--- src/rtl/cpu_pkg.sv ---
// Shared definitions for the 32-bit, 3-bit-opcode core control path.
// Contents:
//   - opcode encodings (OP_NOOP .. OP_SUBI)
//   - ALU operation encodings (ALU_ADD, ALU_SUB, ALU_SHL)
//   - sequencer FSM state enum (state_t)
//   - instruction field bit positions
package cpu_pkg;

  localparam logic [2:0] OP_NOOP    = 3'b000;
  localparam logic [2:0] OP_J       = 3'b001;
  localparam logic [2:0] OP_ADD     = 3'b010;
  localparam logic [2:0] OP_BEQ     = 3'b011;
  localparam logic [2:0] OP_SHIFTL  = 3'b100;
  localparam logic [2:0] OP_ILLEGAL = 3'b101;
  localparam logic [2:0] OP_ADDI    = 3'b110;
  localparam logic [2:0] OP_SUBI    = 3'b111;

  localparam logic [1:0] ALU_ADD = 2'b00;
  localparam logic [1:0] ALU_SUB = 2'b01;
  localparam logic [1:0] ALU_SHL = 2'b10;

  typedef enum logic [1:0] {
    ST_FETCH  = 2'd0,
    ST_DECODE = 2'd1,
    ST_EXEC   = 2'd2,
    ST_WB     = 2'd3
  } state_t;

  // Instruction field positions. Note rd, imm16 and target overlap on
  // purpose; which one is meaningful depends on the opcode.
  localparam int OP_HI  = 31;
  localparam int OP_LO  = 29;
  localparam int RS_HI  = 28;
  localparam int RS_LO  = 24;
  localparam int RT_HI  = 23;
  localparam int RT_LO  = 19;
  localparam int RD_HI  = 18;
  localparam int RD_LO  = 14;
  localparam int IMM_HI = 15;
  localparam int IMM_LO = 0;
  localparam int TGT_HI = 13;
  localparam int TGT_LO = 0;

  localparam int REG_FIELD_W = 5;
  localparam int TGT_W       = 14;

endpackage

--- src/rtl/fetch_sequencer_if.sv ---
// Bus between the fetch sequencer and the instruction memory / register
// file / ALU datapath.
// Parameters: PC_W (address width), RF_AW (register index width).
// Signals:
//   imem_addr   word address to instruction memory
//   imem_data   instruction word, valid combinationally from imem_addr
//   rf_ra1/2    register read indices
//   rf_wa/rf_we register write index and one-cycle write strobe
//   alu_op      00 ADD, 01 SUB, 10 SHL
//   alu_src_imm ALU B operand is imm
//   imm         zero-extended 16-bit immediate
//   alu_zero    ALU result is zero
// Modports: master = sequencer, slave = memory/datapath side.
//
// Handshake semantics: there is no valid/ready pair on this bus. Instruction
// memory answers combinationally in the same cycle imem_addr is presented,
// the read indices and ALU controls are plain levels that hold from DECODE
// through WB, and rf_we is a single-cycle write strobe that the register
// file must act on in the cycle it is high (it can never be stalled).
interface fetch_sequencer_if #(
  parameter int PC_W  = 32,
  parameter int RF_AW = 5
);
  logic [PC_W-1:0]  imem_addr;
  logic [31:0]      imem_data;
  logic [RF_AW-1:0] rf_ra1;
  logic [RF_AW-1:0] rf_ra2;
  logic [RF_AW-1:0] rf_wa;
  logic             rf_we;
  logic [1:0]       alu_op;
  logic             alu_src_imm;
  logic [31:0]      imm;
  logic             alu_zero;

  modport master (
    output imem_addr, rf_ra1, rf_ra2, rf_wa, rf_we, alu_op, alu_src_imm, imm,
    input  imem_data, alu_zero
  );

  modport slave (
    input  imem_addr, rf_ra1, rf_ra2, rf_wa, rf_we, alu_op, alu_src_imm, imm,
    output imem_data, alu_zero
  );
endinterface

--- src/rtl/fetch_sequencer_instr_field_decode.sv ---
// instr_field_decode: purely combinational split of the instruction register
// into its fields and opcode class flags.
// Ports:
//   ir          in  32  latched instruction word
//   op          out 3   opcode
//   rs, rt, rd  out 5   register fields
//   imm         out 32  IR[15:0] zero-extended
//   target      out 14  absolute jump/branch word address
//   is_alu      out 1   ADD, SHIFTL, ADDI, SUBI (needs a WB cycle)
//   is_imm      out 1   ADDI, SUBI (immediate operand, writes rt)
//   is_branch   out 1   BEQ
//   is_jump     out 1   J
//   is_illegal  out 1   opcode 101
module instr_field_decode
  import cpu_pkg::*;
(
  input  logic [31:0]            ir,
  output logic [2:0]             op,
  output logic [REG_FIELD_W-1:0] rs,
  output logic [REG_FIELD_W-1:0] rt,
  output logic [REG_FIELD_W-1:0] rd,
  output logic [31:0]            imm,
  output logic [TGT_W-1:0]       target,
  output logic                   is_alu,
  output logic                   is_imm,
  output logic                   is_branch,
  output logic                   is_jump,
  output logic                   is_illegal
);

  assign op     = ir[OP_HI:OP_LO];
  assign rs     = ir[RS_HI:RS_LO];
  assign rt     = ir[RT_HI:RT_LO];
  assign rd     = ir[RD_HI:RD_LO];
  assign imm    = {16'h0000, ir[IMM_HI:IMM_LO]};
  assign target = ir[TGT_HI:TGT_LO];

  always_comb begin
    is_alu     = 1'b0;
    is_imm     = 1'b0;
    is_branch  = 1'b0;
    is_jump    = 1'b0;
    is_illegal = 1'b0;
    case (op)
      OP_ADD, OP_SHIFTL: is_alu = 1'b1;
      OP_ADDI, OP_SUBI: begin
        is_alu = 1'b1;
        is_imm = 1'b1;
      end
      OP_BEQ:     is_branch  = 1'b1;
      OP_J:       is_jump    = 1'b1;
      OP_ILLEGAL: is_illegal = 1'b1;
      default: ;
    endcase
  end

endmodule

--- src/rtl/fetch_sequencer.sv ---
// fetch_sequencer: multi-cycle control unit. Owns the PC and instruction
// register and steps every instruction through FETCH -> DECODE -> EXEC
// (-> WB for ALU instructions). J and BEQ are resolved in EXEC.
// Parameters: PC_W (PC width, default 32), RF_AW (register index width, 5).
// Ports:
//   clk, rst_n  clock, asynchronous active-low reset
//   run         level enable, only looked at in FETCH
//   step        (only with FETCH_SEQUENCER_SINGLE_STEP_EN) FETCH advances
//               only when run && step
//   bus         fetch_sequencer_if.master: imem, register file, ALU controls
//   pc          current program counter
//   retire      one-cycle pulse on an instruction's last cycle
//   illegal     one-cycle pulse when opcode 101 retires
//   state       current FSM state (debug visibility)
// Build option: define FETCH_SEQUENCER_SINGLE_STEP_EN to add the step port.
module fetch_sequencer
  import cpu_pkg::*;
#(
  parameter int PC_W  = 32,
  parameter int RF_AW = 5
) (
  input  logic             clk,
  input  logic             rst_n,
  input  logic             run,
`ifdef FETCH_SEQUENCER_SINGLE_STEP_EN
  input  logic             step,
`endif
  fetch_sequencer_if.master bus,
  output logic [PC_W-1:0]  pc,
  output logic             retire,
  output logic             illegal,
  output state_t           state
);

  state_t                   state_q, state_d;
  logic [31:0]              ir_q;
  logic [PC_W-1:0]          pc_q, pc_next, pc_inc, pc_target;
  logic                     pc_load;
  logic                     fetch_go;

  logic [2:0]               op;
  logic [REG_FIELD_W-1:0]   rs, rt, rd, dest;
  logic [31:0]              imm_w;
  logic [TGT_W-1:0]         target;
  logic                     is_alu, is_imm, is_branch, is_jump, is_illegal;

  logic                     rf_we_c, retire_c, illegal_c;
  logic [1:0]               alu_op_c;

`ifdef FETCH_SEQUENCER_SINGLE_STEP_EN
  assign fetch_go = run && step;
`else
  assign fetch_go = run;
`endif

  instr_field_decode u_decode (
    .ir         (ir_q),
    .op         (op),
    .rs         (rs),
    .rt         (rt),
    .rd         (rd),
    .imm        (imm_w),
    .target     (target),
    .is_alu     (is_alu),
    .is_imm     (is_imm),
    .is_branch  (is_branch),
    .is_jump    (is_jump),
    .is_illegal (is_illegal)
  );

  // Immediate forms write rt; register forms write rd.
  assign dest = is_imm ? rt : rd;

  // ---------------- FSM: state register ----------------
  always_ff @(posedge clk or negedge rst_n) begin
    if (!rst_n) state_q <= ST_FETCH;
    else        state_q <= state_d;
  end

  // ---------------- FSM: next state ----------------
  always_comb begin
    state_d = state_q;
    case (state_q)
      ST_FETCH:  if (fetch_go) state_d = ST_DECODE;
      ST_DECODE: state_d = ST_EXEC;
      ST_EXEC:   state_d = is_alu ? ST_WB : ST_FETCH;
      ST_WB:     state_d = ST_FETCH;
      default:   state_d = ST_FETCH;
    endcase
  end

  // ---------------- FSM: outputs ----------------
  // Strobes come straight from the state register so they drop the moment
  // reset is asserted. ALU controls are a function of IR alone, so they hold
  // steady from DECODE through WB without extra registers.
  always_comb begin
    rf_we_c   = 1'b0;
    retire_c  = 1'b0;
    illegal_c = 1'b0;
    case (state_q)
      ST_EXEC: begin
        if (!is_alu) begin
          retire_c  = 1'b1;
          illegal_c = is_illegal;
        end
      end
      ST_WB: begin
        retire_c = 1'b1;
        rf_we_c  = (dest != '0);
      end
      default: ;
    endcase

    case (op)
      OP_SUBI, OP_BEQ: alu_op_c = ALU_SUB;
      OP_SHIFTL:       alu_op_c = ALU_SHL;
      default:         alu_op_c = ALU_ADD;
    endcase
  end

  // ---------------- PC / IR ----------------
  assign pc_inc    = pc_q + PC_W'(1);
  assign pc_target = PC_W'(target);

  always_comb begin
    pc_load = 1'b0;
    pc_next = pc_inc;
    case (state_q)
      ST_EXEC: begin
        if (is_jump) begin
          pc_load = 1'b1;
          pc_next = pc_target;
        end else if (is_branch) begin
          pc_load = 1'b1;
          pc_next = bus.alu_zero ? pc_target : pc_inc;
        end else if (!is_alu) begin
          pc_load = 1'b1;
        end
      end
      ST_WB:   pc_load = 1'b1;
      default: ;
    endcase
  end

  always_ff @(posedge clk or negedge rst_n) begin
    if (!rst_n) begin
      pc_q <= '0;
      ir_q <= '0;
    end else begin
      if (state_q == ST_FETCH && fetch_go) ir_q <= bus.imem_data;
      if (pc_load)                         pc_q <= pc_next;
    end
  end

  // ---------------- outputs ----------------
  assign bus.imem_addr   = pc_q;
  assign bus.rf_ra1      = RF_AW'(rs);
  assign bus.rf_ra2      = RF_AW'(rt);
  assign bus.rf_wa       = RF_AW'(dest);
  assign bus.rf_we       = rf_we_c;
  assign bus.alu_op      = alu_op_c;
  assign bus.alu_src_imm = is_imm;
  assign bus.imm         = imm_w;

  assign pc      = pc_q;
  assign retire  = retire_c;
  assign illegal = illegal_c;
  assign state   = state_q;

endmodule
--- src/flat_wrapper.sv ---
// flat-port wrapper written by rule: the top's interface ports become plain ports
module fetch_sequencer_flat import cpu_pkg::*;
#(
  parameter int PC_W  = 32,
  parameter int RF_AW = 5
)
  (clk, rst_n, run, pc, retire, illegal, state, bus_imem_addr, bus_rf_ra1, bus_rf_ra2, bus_rf_wa, bus_rf_we, bus_alu_op, bus_alu_src_imm, bus_imm, bus_imem_data, bus_alu_zero);
  fetch_sequencer_if #(.PC_W(PC_W), .RF_AW(RF_AW)) bus_i ();
  input  logic clk;
  input  logic rst_n;
  input  logic run;
  output logic [PC_W-1:0] pc;
  output logic retire;
  output logic illegal;
  output state_t state;
  output wire logic [$bits(bus_i.imem_addr)-1:0] bus_imem_addr;
  output wire logic [$bits(bus_i.rf_ra1)-1:0] bus_rf_ra1;
  output wire logic [$bits(bus_i.rf_ra2)-1:0] bus_rf_ra2;
  output wire logic [$bits(bus_i.rf_wa)-1:0] bus_rf_wa;
  output wire logic [$bits(bus_i.rf_we)-1:0] bus_rf_we;
  output wire logic [$bits(bus_i.alu_op)-1:0] bus_alu_op;
  output wire logic [$bits(bus_i.alu_src_imm)-1:0] bus_alu_src_imm;
  output wire logic [$bits(bus_i.imm)-1:0] bus_imm;
  input wire logic [$bits(bus_i.imem_data)-1:0] bus_imem_data;
  input wire logic [$bits(bus_i.alu_zero)-1:0] bus_alu_zero;
  assign bus_imem_addr = bus_i.imem_addr;
  assign bus_rf_ra1 = bus_i.rf_ra1;
  assign bus_rf_ra2 = bus_i.rf_ra2;
  assign bus_rf_wa = bus_i.rf_wa;
  assign bus_rf_we = bus_i.rf_we;
  assign bus_alu_op = bus_i.alu_op;
  assign bus_alu_src_imm = bus_i.alu_src_imm;
  assign bus_imm = bus_i.imm;
  assign bus_i.imem_data = bus_imem_data;
  assign bus_i.alu_zero = bus_alu_zero;
  fetch_sequencer #(.PC_W(PC_W), .RF_AW(RF_AW)) u_core (.clk(clk), .rst_n(rst_n), .run(run), .bus(bus_i), .pc(pc), .retire(retire), .illegal(illegal), .state(state));
endmodule
--- config.mk ---
export PLATFORM = sky130hd
export DESIGN_NAME = fetch_sequencer_flat
export DESIGN_NICKNAME = d
export VERILOG_FILES = /design/src/rtl/cpu_pkg.sv /design/src/rtl/fetch_sequencer_if.sv /design/src/rtl/fetch_sequencer_instr_field_decode.sv /design/src/rtl/fetch_sequencer.sv /design/src/flat_wrapper.sv
export SDC_FILE = /design/constraint.sdc
export NUM_CORES = 1
export LEC_CHECK = 0
export ABC_AREA = 1
export BUFFER_PORTS_ARGS = -buffer_cell sky130_fd_sc_hd__buf_4
export CAP_MARGIN = 40
export CORE_ASPECT_RATIO = 0.5
export CORE_MARGIN = 3
export CORE_UTILIZATION = 47
export DETAILED_ROUTE_END_ITERATION = 7
export PLACE_DENSITY = 0.77
export SYNTH_ARGS = -nofsm -noshare
export SYNTH_HDL_FRONTEND = slang
export SYNTH_SLANG_ARGS = --single-unit
--- constraint.sdc ---
create_clock -name clk -period 2 [get_ports clk]
set_input_delay 0.2 -clock clk [delete_from_list [all_inputs] [get_ports clk]]
set_output_delay 0.2 -clock clk [all_outputs]
set_load 0.01 [all_outputs]
==> reports/results.md, run 1 <==
| Metric | Value | Unit |
|---|---|---|
| Post-synth top cells | sky130_fd_sc_hd__nand2_1, sky130_fd_sc_hd__buf_4, sky130_fd_sc_hd__dfrtp_1 | - |
| Post-CTS Setup Bufs | 0 | - |
| Overall die area | 9790 | sq um |
| Most instantiated flip-flop cell in the synthesis netlist | sky130_fd_sc_hd__dfrtp_1 | - |
| TritonCTS sink count | 66 | - |
| Total chip power | 7430 | uW |
| Share of Yosys cell area claimed by the top area cell type | 0.410 | - |
| Count of input and output buffers | 138 | - |
| Post-synthesis compound-gate area fraction | 0.0518 | - |
| Number of enable flip-flop cells after synthesis | 0 | - |
| Arithmetic-cell share of the synthesized area counting full adders, half adders and majority gates | 0.00310 | - |
| RSZ-0062 raised after global routing | no | - |
| Pin slew with the least headroom to its limit | 0.580 | ns |
| Clock latency at the later pin of the worst-skew pair | 0.33 | ns |
| Critical Path Most Common Cell | sky130_fd_sc_hd__nand2_1 | - |
| Count of state elements after synthesis | 66 | - |
| Number of buffers on the longest clock path | 2 | - |
| Power density over the cells | 1490 | nW/um^2 |
| Total gr overflow | 0 | - |
| Worst-path cell chain | nand2_2, inv_1, nand2_1, nand2_1, nor3_1, a21oi_1, buf_4 | - |
| Kind of critical path | flop to output port | - |
| CTS H-Tree Depth | 3 | - |
| Leakage power | 0.00253 | uW |
| Clock slew at the register clock pins of the worst setup and hold paths | 0.05 | ns |
| Xor/xnor share of the synthesized area | 0.0109 | - |
| Total number of vias | 3,398 | - |
| WL per Instance | 13.8 | um |
| Maximum Capacitance Violations | 0 | - |
| Async set-reset flop share out of synthesis | 1.00 | - |
| Min Clock Period, post-route | 1.79 | ns |
| Largest stage delay on the critical path | 0.42 | ns |
| Count leader, synth | sky130_fd_sc_hd__nand2_1 | - |
| Hold_ws | 0.0950 | ns |
| Global-route wire length before repair | 15,800 | um |
| Relative area change from synthesis to final layout | 24.0 | % |
| Clock skew | 0.00751 | ns |
| Post-Synthesis Mean Instance Area | 8.24 | sq um |
| Number of resized instances in the post-cts repair step | 0 | - |
| Fraction of the cycle the final worst path needs | 0.893 | - |
| Final setup violation count | 0 | - |
| Area inside the core boundary | 8170 | sq um |
| Yosys warning total | 0 | - |
| Number of placement rows | 23 | - |
| F_max | 560 | MHz |
| Count of TritonRoute iterations in the first routing pass | 5 | - |
| HPWL after DPL | 7050 | um |
| Die X | 137 | um |
| Kind of capture point of the worst setup path | output port | - |
| Sequential area share after synthesis | 0.410 | - |
| Arrival time of the worst setup path | 1.59 | ns |
| Cell type of the slowest stage on the worst timing path | sky130_fd_sc_hd__dfrtp_1 | - |
| Routability Congestion | 0.887 | - |
| Total routed wirelength | 9550 | um |
| Number of DRC violations after detailed-routing iteration 0 | 240 | - |
| Number of remaining DRC errors | 0 | - |
| Largest family of logic cells by synthesized area | simple AND/OR/NAND/NOR gates | - |
| GRT Overall Usage | 0.203 | - |
| Die span in y | 71.5 | um |
| Distinct cells, synth | 32 | - |
| Post-synth top area cell | sky130_fd_sc_hd__dfrtp_1 | - |
| Worst Setup Start Kind | flop | - |
| Max Transition Viols Final | 0 | - |
| Final-stage net count | 613 | - |
| Final count of hold timing violations | 0 | - |
| Largest cells by area after synthesis | sky130_fd_sc_hd__dfrtp_1, sky130_fd_sc_hd__buf_4, sky130_fd_sc_hd__nand2_1 | - |
| Share of layout cells above drive strength 1 | 0.365 | - |
| Antenna violations before repair | 0 | - |
| Clock root cell | sky130_fd_sc_hd__clkbuf_16 | - |
| Via density | 4.90 | - |
| Aggregate negative setup slack | 0 | ns |
| Worst IR drop on VDD | 0.913 | mV |
| CP max FO | 8 | - |
| Outcome | finished clean | - |
| Tightest Hold Check Type | input port to flop | - |
| Number of clock buffers inserted by TritonCTS | 9 | - |
| Worst max-slew margin expressed relative to the limit | 0.612 | - |
| Multiplexer share of the synthesized area | 0.0782 | - |
| Post-Synth Simple-Gate Area | 0.249 | - |
| Starting Density | 0.493 | - |
| Boundary Pins | 155 | - |
| Via count of the first global-routing pass | 3,331 | - |
| Number of antenna cells inserted | 0 | - |
| Syn Std Cell Area | 4030 | sq um |
| Number of standard cells after synthesis | 489 | - |
| CTS tree | built | - |
| Final antenna-violating net count | 0 | - |
| Maximum number of pins on one net before global-route repair | 67 | - |
| Endpoint required time on the critical path | 1.80 | ns |
==> cell usage in the layout (no fill, tap or decap), drive strengths merged, types with 15 or more instances in the layout <==
cell type and n:
nor2 74, buf 143, dfrtp 66, mux2 28
conb 16, nand2 100, o21ai 15, inv 45
nand3 25
==> cells by family after synthesis <==
family	count (synthesis)
buf+inv	128
other cells	1
fa+ha+maj	1
flops	66
mux	28
xor+xnor	5
compound gates	38
simple gates	222
==> power breakdown <==
| part | leakage (uW) | switching (uW) | internal, uW |
|---|---|---|---|
| registers | 0.000815 | 554 | 1860 |
| logic | 0.00157 | 1780 | 1640 |
| clock network | 0.000147 | 559 | 1030 |
==> flip-flops by register name, indices dropped and copies added, names as in the netlist <==
| register | flops |
|---|---|
| u_core.bus.imem_addr | 32 |
| u_core.ir_q | 32 |
| u_core.state | 2 |
==> critical path: cells and delay by family, from the launching register on <==
family          cells  cell delay (ns)
buf+inv             2             0.26
simple gates        4             0.48
flops               1             0.42
compound gates      1             0.08
==> routing by layer <==
metal / vias to the layer above / part of all wire / global-route usage / routed length [um]
met5: - / 0 / 0 / 0
met4: 0 / 0.0073 / 0.0553 / 70
met3: 7 / 0.089 / 0.0729 / 852
met2: 130 / 0.49 / 0.342 / 4640
met1: 1617 / 0.42 / 0.251 / 3990
li1: 1644 / - / - / -
==> stage by stage <==
stage               std cells  setup slack [ns]  area (sq um)  utilization
floorplan                 504             0.449          4090            -
global placement          676             0.346          4690        0.574
detailed placement        676             0.269          4690        0.574
CTS                       693             0.200          5000        0.612
global route              693            0.0479          5000        0.612
finish                    693             0.215          5000        0.612
==> cell type report <==
type | instances | area, sq um
fillers | 729 | 3170
flip-flops and latches | 66 | 1650
multi-input cells | 310 | 1640
repair buffers | 144 | 1100
clock buffers | 14 | 264
inverters | 45 | 169
well taps | 112 | 140
clock inverters | 2 | 35.0
==> worst paths after layout <==
kind                                             start                                    to  slack (ns)  cells past startpoint
max in group asynchronous                        rst_n  u_core.bus.imem_addr[13]$_DFFE_PN0P_        1.29                      3
min in group asynchronous                        rst_n  u_core.bus.imem_addr[24]$_DFFE_PN0P_        0.39                      3
hold reg to reg            u_core.ir_q[18]$_DFFE_PN0P_           u_core.ir_q[18]$_DFFE_PN0P_        0.50                      1
setup reg to reg           u_core.ir_q[30]$_DFFE_PN0P_  u_core.bus.imem_addr[30]$_DFFE_PN0P_        0.24                      8
hold / removal                        bus_imem_data[1]            u_core.ir_q[1]$_DFFE_PN0P_        0.09                      2
setup / recovery           u_core.ir_q[30]$_DFFE_PN0P_                             bus_rf_we        0.21                      7
==> repair_timing <==
| item | CTS | global route |
|---|---|---|
| hold buffers | 1 | 0 |
| endpoints found under the setup margin | 0 | 0 |
| hold endpoints to repair | 66 | 0 |
No activity file was read; power rests on OpenSTA's default activity.
==> inputs of run 2 (changes only) <==
BUFFER_PORTS_ARGS = -buffer_cell sky130_fd_sc_hd__buf_2   (was -buffer_cell sky130_fd_sc_hd__buf_4)
==> reports/results.md, run 2 (synthesis gave the netlist of run 1 again) <==
| Metric | Value | Unit |
|---|---|---|
| Outcome | finished clean | - |
| Pin slew with the least headroom to its limit | 0.573 | ns |
| Clock skew | 0.00466 | ns |
| CTS H-Tree Depth | 3 | - |
| Boundary Pins | 155 | - |
| Met3 routed WL | 718 | um |
| GRT Overall Usage | 0.198 | - |
| Total gr overflow | 0 | - |
| Number of resized instances in the post-cts repair step | 0 | - |
| Worst IR drop on VDD | 1.01 | mV |
| Clock slew at the register clock pins of the worst setup and hold paths | 0.06 | ns |
| Number of DRC violations after detailed-routing iteration 0 | 215 | - |
| Area taken by flip-flops and latches | 1650 | sq um |
| Final setup violation count | 0 | - |
| Die span in y | 71.5 | um |
| Endpoint required time on the critical path | 1.80 | ns |
| Arrival time of the worst setup path | 1.59 | ns |
| Hold_ws | 0.0990 | ns |
| Min Clock Period, post-route | 1.79 | ns |
| Kind of capture point of the worst setup path | output port | - |
| Worst Setup Start Kind | flop | - |
| Fraction of the cycle the final worst path needs | 0.894 | - |
| Final count of hold timing violations | 0 | - |
| Antenna violations before repair | 0 | - |
| Max Transition Viols Final | 0 | - |
| Commonest non-fill, non-tap cells in the layout | sky130_fd_sc_hd__buf_2, sky130_fd_sc_hd__nand2_1, sky130_fd_sc_hd__dfrtp_1 | - |
| Number of clock buffers inserted by TritonCTS | 9 | - |
| Power density over the cells | 1520 | nW/um^2 |
| Via count of the first global-routing pass | 3,251 | - |
| Die X | 137 | um |
| Count of input and output buffers | 138 | - |
| Post-CTS Hold Fix Bufs | 1 | - |
| Total number of vias | 3,383 | - |
| Aggregate negative setup slack | 0 | ns |
| CTS tree | built | - |
| RSZ-0062 raised after global routing | no | - |
| Tightest Hold Check Type | input port to flop | - |
| F_max | 559 | MHz |
| Total routed wirelength | 9280 | um |
| HPWL after DPL | 6760 | um |
| TritonCTS sink count | 66 | - |
| Count of TritonRoute iterations in the first routing pass | 4 | - |
| Leading cell type in the layout, fill and taps excluded | sky130_fd_sc_hd__buf_2 | - |
| Maximum Capacitance Violations | 0 | - |
| Total area of multi-input combinational cells | 1640 | sq um |
| Area inside the core boundary | 8170 | sq um |
| Starting Density | 0.493 | - |
| Clock latency at the later pin of the worst-skew pair | 0.33 | ns |
| Clock root cell | sky130_fd_sc_hd__clkbuf_16 | - |
| Total met2 wirelength after detailed routing | 4550 | um |
| CP max FO | 26 | - |
| Relative area change from synthesis to final layout | 16.4 | % |
| Met1 WL | 3900 | um |
| Number of fill cells in the layout | 751 | - |
| Post-CTS Setup Bufs | 0 | - |
| Final antenna-violating net count | 0 | - |
| Number of antenna cells inserted | 0 | - |
| Final-stage net count | 611 | - |
| Top routing layer in use | met4 | - |
| Kind of critical path | flop to output port | - |
| Overall die area | 9790 | sq um |
| Number of buffers on the longest clock path | 2 | - |
| Leakage power | 0.00247 | uW |
| Routability Congestion | 0.847 | - |
| Global-route wire length before repair | 15,300 | um |
| Worst slack after detailed placement | 0.305 | ns |
| Via density | 4.90 | - |
| Share of layout cells above drive strength 1 | 0.368 | - |
| Fin worst setup slack | 0.213 | ns |
| WL per Instance | 13.4 | um |
| Number of placement rows | 23 | - |
| Number of remaining DRC errors | 0 | - |
| Maximum number of pins on one net before global-route repair | 48 | - |
| Worst max-slew margin expressed relative to the limit | 0.617 | - |
run 2: changes by cell type in the layout (fill, tap and decap cells not counted):
cell | previous run | this run
sky130_fd_sc_hd__buf_12 | 1 | 2
sky130_fd_sc_hd__buf_2 | 0 | 138
sky130_fd_sc_hd__buf_4 | 142 | 1
sky130_fd_sc_hd__bufinv_16 | 1 | 2
sky130_fd_sc_hd__clkbuf_1 | 3 | 0
sky130_fd_sc_hd__clkbuf_8 | 2 | 3
sky130_fd_sc_hd__clkinvlp_4 | 0 | 1
run 2: report_power, final:
part,internal (uW),switching (uW)
sequential,1860,530
combinational,1240,1750
clock,1190,565
total,4290,2850
run 2: stage by stage:
| stage | utilization | std cells | instance area, sq um | total power (uW) |
|---|---|---|---|---|
| after floorplan | - | 504 | 4090 | 4860 |
| after CTS | 0.574 | 691 | 4690 | 7210 |
| after global routing | 0.574 | 691 | 4690 | 7660 |
| after detailed placement | 0.531 | 674 | 4340 | 5410 |
| final | 0.574 | 691 | 4690 | 7140 |
| after global placement | 0.531 | 674 | 4340 | 5340 |
run 2: area by class of cell:
cell class / instances / area share
Sequential cell: 66 / 0.352
Tap cell: 112 / 0.0299
Timing Repair Buffer: 142 / 0.159
Clock buffer: 12 / 0.0568
Multi-Input combinational cell: 310 / 0.350
Clock inverter: 4 / 0.0155
Inverter: 45 / 0.0360
run 2: final timing paths:
kind / from / end / slack, ns / cells past startpoint
setup / recovery: u_core.ir_q[30]$_DFFE_PN0P_ / retire / 0.21 / 6
hold / removal: bus_imem_data[12] / u_core.ir_q[12]$_DFFE_PN0P_ / 0.1 / 2
setup reg to reg: u_core.bus.imem_addr[0]$_DFFE_PN0P_ / u_core.bus.imem_addr[24]$_DFFE_PN0P_ / 0.24 / 11
hold reg to reg: u_core.ir_q[28]$_DFFE_PN0P_ / u_core.ir_q[28]$_DFFE_PN0P_ / 0.50 / 1
max in group asynchronous: rst_n / u_core.ir_q[19]$_DFFE_PN0P_ / 1.00 / 3
min in group asynchronous: rst_n / u_core.bus.imem_addr[28]$_DFFE_PN0P_ / 0.37 / 2
run 2: metal layers:
metal | vias to the layer above | GRT usage
met5 | - | 0
met4 | 0 | 0.0642
met1 | 1601 | 0.243
met3 | 12 | 0.0596
met2 | 133 | 0.336
li1 | 1637 | -
run 2: worst max-delay path, cell delays in order, from the launching register on:
cell and delay, ns:
sky130_fd_sc_hd__dfrtp_1 0.42, sky130_fd_sc_hd__nand2_2 0.16, sky130_fd_sc_hd__nand2_2 0.08, sky130_fd_sc_hd__nand2_2 0.07, sky130_fd_sc_hd__nand2_2 0.06, sky130_fd_sc_hd__nand2_4 0.26, sky130_fd_sc_hd__buf_2 0.20
